### src/rtl/adc_spi_responder.sv
// Three-wire SPI target standing in for the ADC configuration port.
// SPI pins are sampled on Clock; the top level owns the SDIO tristate.
module adc_spi_responder #(
    parameter int unsigned REG_COUNT    = 16,
    parameter logic [7:0]  CHIP_ID      = 8'hA5,
    parameter logic [7:0]  CONFIG_RESET = 8'h18
) (
    input  logic        Clock,
    input  logic        Reset_N,
    input  logic        ADC_sclk,
    input  logic        ADC_ss_n,
    input  logic        SDIO_in,
    output logic        SDIO_out,
    output logic        SDIO_oe,
    output logic        Reg_Write_Strobe,
    output logic [12:0] Reg_Write_Addr,
    output logic [7:0]  Reg_Write_Data,
    output logic        Frame_Error
);

    localparam int          AW      = (REG_COUNT > 2) ? $clog2(REG_COUNT) : 1;
    localparam logic [12:0] REG_LIM = 13'(REG_COUNT);

    typedef enum logic [1:0] {IDLE, HEADER, WRITE_DATA, READ_DATA} state_t;

    state_t      state_q, state_d;
    logic [1:0]  sclk_sync, ss_sync, sdi_sync;
    logic        sclk_q, ss_q, sdi_q;
    logic        sclk_rise, sclk_fall, ss_rise, ss_fall;
    logic [3:0]  bit_cnt;
    logic        rnw;
    logic [11:0] hdr_addr;
    logic [12:0] hdr_next, addr;
    logic [6:0]  wr_sh;
    logic [7:0]  wr_next, rd_sh;
    logic        frame_err_d;
    logic [7:0]  regs [REG_COUNT];

    function automatic logic [7:0] reg_rd(input logic [12:0] a);
        if (a == 13'd1)        return CHIP_ID;
        else if (a < REG_LIM)  return regs[a[AW-1:0]];
        else                   return 8'h00;
    endfunction

    function automatic logic writable(input logic [12:0] a);
        return (a != 13'd1) && (a < REG_LIM);
    endfunction

    // Two sync flops, then a registered edge detect; SCLK edges are
    // masked while select is high, so a coincident ss_n rise always wins.
    always_ff @(posedge Clock or negedge Reset_N) begin
        if (!Reset_N) begin
            sclk_sync <= 2'b00;
            ss_sync   <= 2'b11;
            sdi_sync  <= 2'b00;
            sclk_q    <= 1'b0;
            ss_q      <= 1'b1;
            sdi_q     <= 1'b0;
            sclk_rise <= 1'b0;
            sclk_fall <= 1'b0;
            ss_rise   <= 1'b0;
            ss_fall   <= 1'b0;
        end else begin
            sclk_sync <= {sclk_sync[0], ADC_sclk};
            ss_sync   <= {ss_sync[0], ADC_ss_n};
            sdi_sync  <= {sdi_sync[0], SDIO_in};
            sclk_q    <= sclk_sync[1];
            ss_q      <= ss_sync[1];
            sdi_q     <= sdi_sync[1];
            sclk_rise <= sclk_sync[1] & ~sclk_q & ~ss_sync[1];
            sclk_fall <= ~sclk_sync[1] & sclk_q & ~ss_sync[1];
            ss_rise   <= ss_sync[1] & ~ss_q;
            ss_fall   <= ~ss_sync[1] & ss_q;
        end
    end

    always_ff @(posedge Clock or negedge Reset_N) begin
        if (!Reset_N) state_q <= IDLE;
        else          state_q <= state_d;
    end

    always_comb begin
        state_d     = state_q;
        hdr_next    = {hdr_addr, sdi_q};
        wr_next     = {wr_sh, sdi_q};
        frame_err_d = ss_rise && ((state_q == HEADER) ||
                      ((state_q == WRITE_DATA || state_q == READ_DATA) && bit_cnt != 4'd0));
        if (ss_rise) begin
            state_d = IDLE;
        end else begin
            case (state_q)
                IDLE:       if (ss_fall) state_d = HEADER;
                HEADER:     if (sclk_rise && bit_cnt == 4'd15)
                                state_d = rnw ? READ_DATA : WRITE_DATA;
                default:    state_d = state_q;
            endcase
        end
    end

    always_ff @(posedge Clock or negedge Reset_N) begin
        if (!Reset_N) begin
            SDIO_out         <= 1'b0;
            SDIO_oe          <= 1'b0;
            Reg_Write_Strobe <= 1'b0;
            Reg_Write_Addr   <= '0;
            Reg_Write_Data   <= '0;
            Frame_Error      <= 1'b0;
            bit_cnt          <= '0;
            rnw              <= 1'b0;
            hdr_addr         <= '0;
            addr             <= '0;
            wr_sh            <= '0;
            rd_sh            <= '0;
            for (int i = 0; i < int'(REG_COUNT); i++)
                regs[i] <= (i == 0) ? CONFIG_RESET : 8'h00;
        end else begin
            Reg_Write_Strobe <= 1'b0;
            Frame_Error      <= frame_err_d;
            if (ss_rise) begin
                SDIO_oe  <= 1'b0;
                SDIO_out <= 1'b0;
                bit_cnt  <= '0;
            end else begin
                case (state_q)
                    IDLE: bit_cnt <= '0;
                    HEADER: if (sclk_rise) begin
                        hdr_addr <= hdr_next[11:0];
                        bit_cnt  <= bit_cnt + 4'd1;
                        if (bit_cnt == 4'd0) rnw <= sdi_q;
                        // Last header bit: reads prefetch byte 0 and point at the next one.
                        if (bit_cnt == 4'd15) begin
                            if (rnw) begin
                                rd_sh <= reg_rd(hdr_next);
                                addr  <= hdr_next + 13'd1;
                            end else begin
                                addr  <= hdr_next;
                            end
                        end
                    end
                    WRITE_DATA: if (sclk_rise) begin
                        wr_sh   <= wr_next[6:0];
                        bit_cnt <= bit_cnt + 4'd1;
                        if (bit_cnt == 4'd7) begin
                            bit_cnt <= '0;
                            addr    <= addr + 13'd1;
                            if (writable(addr)) begin
                                regs[addr[AW-1:0]] <= wr_next;
                                Reg_Write_Strobe   <= 1'b1;
                                Reg_Write_Addr     <= addr;
                                Reg_Write_Data     <= wr_next;
                            end
                        end
                    end
                    READ_DATA: begin
                        if (sclk_fall) begin
                            SDIO_out <= rd_sh[7];
                            rd_sh    <= {rd_sh[6:0], 1'b0};
                            SDIO_oe  <= 1'b1;
                        end else if (sclk_rise) begin
                            bit_cnt <= bit_cnt + 4'd1;
                            if (bit_cnt == 4'd7) begin
                                bit_cnt <= '0;
                                rd_sh   <= reg_rd(addr);
                                addr    <= addr + 13'd1;
                            end
                        end
                    end
                    default: bit_cnt <= '0;
                endcase
            end
        end
    end

endmodule

### config.mk
export PLATFORM = sky130hd
export DESIGN_NAME = adc_spi_responder
export DESIGN_NICKNAME = d
export VERILOG_FILES = /design/src/rtl/adc_spi_responder.sv
export SDC_FILE = /design/constraint.sdc
export NUM_CORES = 1
export LEC_CHECK = 0
export BUFFER_PORTS_ARGS = -buffer_cell sky130_fd_sc_hd__buf_4
export CORE_MARGIN = 4
export CORE_UTILIZATION = 33
export DETAILED_ROUTE_END_ITERATION = 7
export PLACE_DENSITY = 0.5
export SLEW_MARGIN = 20
export SYNTH_ARGS = -nofsm -noshare
export SYNTH_HDL_FRONTEND = slang
export SYNTH_SLANG_ARGS = --single-unit
### constraint.sdc
create_clock -name Clock -period 5 [get_ports Clock]
set_clock_uncertainty 0.15 [all_clocks]
set_input_delay 0.25 -clock Clock [delete_from_list [all_inputs] [get_ports Clock]]
set_output_delay 0.25 -clock Clock [all_outputs]
set_load 0.005 [all_outputs]
Word level (Yosys, flattened, before mapping)
Cells that the tools add are included.
{"block": "totals", "reg_bits": 213, "word_cells": 151}
{"block": "op_classes", "addsub": 3, "n_lt_le_gt_ge": 5, "eq_ne": 18, "mux": 49, "bitwise_logic": 13, "reduce_logical": 24}
{"operator": "bitwise mux 128 bit", "count": 1}
{"operator": "2-to-1 mux 8 bit", "count": 15}
{"operator": "2-to-1 mux 13 bit", "count": 6}
{"operator": "binary-select mux 8 bit (select 4 bit)", "count": 2}
{"operator": "case mux 13 bit (3 select lines)", "count": 1}
{"operator": "demux 8 bit (select 4 bit)", "count": 1}
{"operator": "adder 13 x 1 -> 13 bit (second input constant)", "count": 2}
{"operator": "== test 13 x 1 -> 1 bit (second input constant)", "count": 2}
{"operator": "less-than comparator 13 x 5 -> 1 bit (second input constant)", "count": 2}
{"operator": "2-to-1 mux 4 bit", "count": 5}
{"operator": "case mux 4 bit (4 select lines)", "count": 1}
{"operator": "case mux 8 bit (2 select lines)", "count": 1}
{"operator": "!= test 13 x 1 -> 1 bit (second input constant)", "count": 1}
{"operator": "2-to-1 mux 1 bit", "count": 12}
{"operator": "!= test 3 bit (second input constant)", "count": 4}
{"operator": ">= comparator 5 bit (second input constant)", "count": 2}
{"operator": "inverter 4 -> 5 bit", "count": 2}
{"operator": "AND reduction 5 bit", "count": 2}
{"operator": "AND reduction 3 bit", "count": 3}
{"operator": "AND reduction 7 bit", "count": 1}
{"operator": "AND 1 bit", "count": 6}
{"operator": "2-to-1 mux 2 bit", "count": 3}
{"operator": "!= test 2 bit (second input constant)", "count": 3}
{"operator": "!= test 3 x 2 -> 1 bit (second input constant)", "count": 2}
{"operator": "other kinds (18)", "count": 32}

Logic depth before layout (Yosys ltp)
{"block": "logic_depth", "ltp_word": 10, "depth_mapped": 11}

Worst setup path before layout
No wires, ideal clock.
{"block": "synth_timing", "path_kind": "reg-to-reg", "start": "reg addr[1]", "end": "reg regs[24] in the netlist's numbering", "t_arrival_ns": 2.957, "required_time_ns": 4.725, "path_slack_ns": 1.768, "path_stages_with_launch": 12, "cell_sequence": "dfrtp_1 -> buf_1 -> buf_1 -> inv_1 -> ha_1 -> clkbuf_1 -> a211o_1 -> and3b_1 -> buf_6 -> buf_12 -> nand3_4 -> mux2_4"}
{"block": "synth_via", "elab_chain_cells": 6, "word_cells_on_any_way": 11}
{"element": "start: declaration", "line": "33", "source": "logic [12:0] hdr_next, addr;"}
{"element": "start signal: assignment", "line": "134", "source": "addr <= hdr_next + 13'd1;"}
{"element": "start signal: assignment", "line": "136", "source": "addr <= hdr_next;"}
{"element": "start signal: assignment", "line": "145", "source": "addr <= addr + 13'd1;"}
{"element": "inverter 4 -> 5 bit (not written as such)", "line": "147", "source": "regs[addr[AW-1:0]] <= wr_next;"}
{"element": ">= comparator 5 bit (not written as such) or less-than comparator 5 x 1 -> 1 bit (tied branches)", "line": "147"}
{"element": "logical AND 1 bit (not written as such)", "line": "147"}
{"element": "2-to-1 mux 8 bit (not written as such)", "line": "147"}
{"element": "demux 8 bit (select 4 bit)", "line": "147"}
{"element": "bitwise mux 128 bit", "line": "147"}
{"element": "end signal: indexed assignment", "line": "115", "source": "regs[i] <= (i == 0) ? CONFIG_RESET : 8'h00;"}
{"element": "end signal: indexed assignment", "line": "147"}
{"element": "end: declaration", "line": "37", "source": "logic [7:0] regs [REG_COUNT];"}
Parallel ways exist; a longest one is shown, timed or not.
A chain may end at the register's enable or synchronous reset.

Worst setup path after layout
{"block": "layout_timing", "start": "reg ss_rise", "end": "reg regs[6] in the netlist's numbering"}
{"block": "layout_via", "elab_chain_cells": 2}
{"element": "start: declaration", "line": "29", "source": "logic sclk_rise, sclk_fall, ss_rise, ss_fall;"}
{"element": "start signal: assignment", "line": "72", "source": "ss_rise <= ss_sync[1] & ~ss_q;"}
{"element": "inverter 1 bit (no source line)"}
{"element": "AND reduction 5 bit (no source line)"}
No other way between the ends.

==> flow_summary.ini <==
[run_status]
outcome = complete, no violations

[synth]
synth-seq-cells = 213
synth_compound_area_share_pct = 6.25
async_reset_ff_share_pct = 100
muxShareOfSynthArea_pct = 30.5
synth.distinct_cells = 64
synth_fa_ha_area_share_pct = 0.918
ys_warn_count = 0
synth_edf_count = 0
synth_top_area_share_pct = 47.7
synth_area_leaders = dfrtp_1 48%, mux2_2 14%, mux4_2 12%
syn_area_per_cell_um2 = 13.4
syn_inst = 815
yosys.area_share.xor_xnor_pct = 0.964
yosys.area.top_type = dfrtp_1
synthSimpleGateAreaFrac_pct = 9.35
synthesis.area_mm2 = 0.0109
synth_top_family_by_area = multiplexers
yosys_most_used_dff = dfrtp_1
synth.net_count = 828
synth.yosys.seq_area_share_pct = 48.9

[global_route]
grt_usage_pct = 15.5
antenna_found_initial = 0
grt_max_degree = 117
grt_pass1_wl_um = 44000
overflow = 0
grt_pass1_vias = 6991

[setup_path]
end_kind = flop
required_ns = 5.26
arrival_ns = 3.64
critPathMaxStageDelay_ns = 0.82
crit_slowest_cell = and3b_2
startpoint_type = flop
path_cells = nand2b_1 > nor3_2 > and3b_2 > and2_1 > mux2_2
cp_max_fo = 19
worstSetupPathType = flop to flop

[floorplan]
num_rows = 66
initial_utilization_pct = 33.5
io_pins = 30
die-area_mm2 = 0.0360
fp.dieH_um = 190
dieWidth_um = 190
core_mm2 = 0.0325

[clocking]
root_buffer = clkbuf_16
clock_latency_ns = 0.53
cts.clk_slew.worst_paths_ns = 0.06
ctsResizeCount = 0
cts_setup_buffers = 0
numCtsBuffers = 25
ctsHtreeMaxLevel = 1
cts.sinks = 213
ctsHoldBuffers = 4
cts_buffer_depth = 3
cts_tree = built

[timing]
finalCriticalPeriod_ns = 3.37
min_period_over_period_pct = 67.5
drv_slew = 0
max_freq_mhz = 296
setup_violations = 0
relSlewSlack_pct = 41.9
worst_pin_slew_ns = 0.869
rsz0062_at_grt = false
setup_tns_ns = 0
hold_viol_final = 0

[route]
drt_wl_total_um = 27700
avgRoutedWirePerCell_um = 21.6
vias_per_cell = 5.34
drt_pass1_iterations = 5
drc_errors = 0
ant_nets = 0
via_count = 6836
drtIter0Drc = 486

[cells_and_area]
syn_to_final_growth_pct = 13.5
diodes = 0
fillerInstances = 3119
fin_util_pct = 38.0
nets = 833
final_area_mm2 = 0.0124
drive_gt1_share_pct = 38.9

[place]
portBuffers = 29
dpl_cell_area_mm2 = 0.0115
hpwl_um = 17600
place_congestion = 0.777

[pwr]
p_int_mw = 2.88
p_leak_nw = 5.49
power_frac_comb_pct = 6.8
switching_power_uw = 950
p_sw_share_pct = 24.8
pwr-share-seq_pct = 47.1
power_density_mw_per_mm2 = 310
clkPwrFrac_pct = 46.1
irDropWorstVdd_v = 0.000217

[worst_hold_path]
hp-class = flop to flop

[job]
cap_violations = 0
## layout make-up
type,instances,area (um2),share of cell area [%]
Tap cell,442,553,4.47
Multi-Input combinational cell,521,5250,42.4
Sequential cell,213,5340,43.1
Clock inverter,7,41.3,0.334
Clock buffer,38,754,6.10
Inverter,13,48.8,0.394
Timing Repair Buffer,46,388,3.13
## cells in the mapped netlist (4+ instances only)
library cell / count
a21oi_1: 23
a22oi_1: 8
a31oi_1: 5
and3_1: 5
and4_1: 4
buf_1: 12
buf_2: 10
clkbuf_1: 44
dfrtp_1: 208
dfstp_2: 5
ha_1: 8
inv_1: 11
mux2_2: 136
mux2_4: 16
mux2i_1: 19
mux4_2: 60
nand2_1: 43
nand3_1: 17
nand3_2: 5
nand3_4: 9
nand4_1: 9
nor2_1: 12
nor2b_1: 18
nor3_1: 16
nor4_1: 4
o21ai_0: 22
o22ai_1: 9
o311ai_0: 5
or3_1: 4
xnor2_1: 9
## flip-flops by register name, summed over array words and instances, names as in the netlist, 2 cells and up
signal / flops
sclk_sync: 2
state_q: 2
bit_cnt: 4
rd_sh: 8
sdi_sync: 2
hdr_addr: 12
regs: 128
Reg_Write_Addr: 13
ss_sync: 2
wr_sh: 7
addr: 13
Reg_Write_Data: 8
## final timing paths
path | depth (start not counted) | startpoint | to | slack, ns
max | 5 | ss_rise | regs[6] | 1.63
min | 0 | sdi_sync[0] | sdi_sync[1] | 0.20
max reg2reg | 5 | ss_rise | regs[6] | 1.63
min reg2reg | 0 | sdi_sync[0] | sdi_sync[1] | 0.20
max in group asynchronous | 3 | Reset_N | regs[26] | 3.38
min in group asynchronous | 2 | Reset_N | regs[104] | 0.21
## power by group through the flow
stage	Sequential (mW)	Combinational (mW)	Clock [mW]
after floorplan	1.79	0.188	0
after global placement	1.84	0.262	0
after detailed placement	1.84	0.263	0
after CTS	1.81	0.267	1.82
after global routing	1.81	0.285	1.89
final	1.81	0.260	1.77
## critical path, delay by kind of cell, from the launching register on
kind	cells	cell delay, ns
DFF	1	0.47
and+or+nand+nor	4	2.24
muxes	1	0.40
## placed cells by master, fill, tap and decap left out, types with 17 or more instances in the layout
cell	instances
a21oi_1	23
buf_4	39
clkbuf_16	25
dfrtp_1	205
mux2_2	136
mux2i_1	19
mux4_2	60
nand2_1	43
nand3_1	17
nor2b_1	17
o21ai_0	22
## layer usage
metal / up-vias / routed length [um] / GRT usage, %
met5: - / 0 / 0
met1: 3572 / 13000 / 22.9
li1: 3096 / - / -
met3: 39 / 973 / 2.37
met4: 0 / 521 / 3.01
met2: 129 / 13200 / 24.5
## cells by family after synthesis
family,count (synthesis)
muxes,232
DFF,213
and+or+nand+nor,166
AOI/OAI and AO/OA,103
buffers and inverters,81
xor gates and xnor gates,12
adders and majority gates,8
## per-stage QoR
step	std cells	total power, mW	setup WS (ns)	hold WS [ns]
after CTS	1280	3.89	1.65	0.199
after detailed placement	1231	2.10	1.65	0.186
final	1280	3.83	1.63	0.196
after floorplan	815	1.98	1.77	-0.196
after global placement	1231	2.10	1.78	0.184
after global routing	1280	3.98	1.52	0.209
Note: power is estimated with default switching activity, not from simulation.
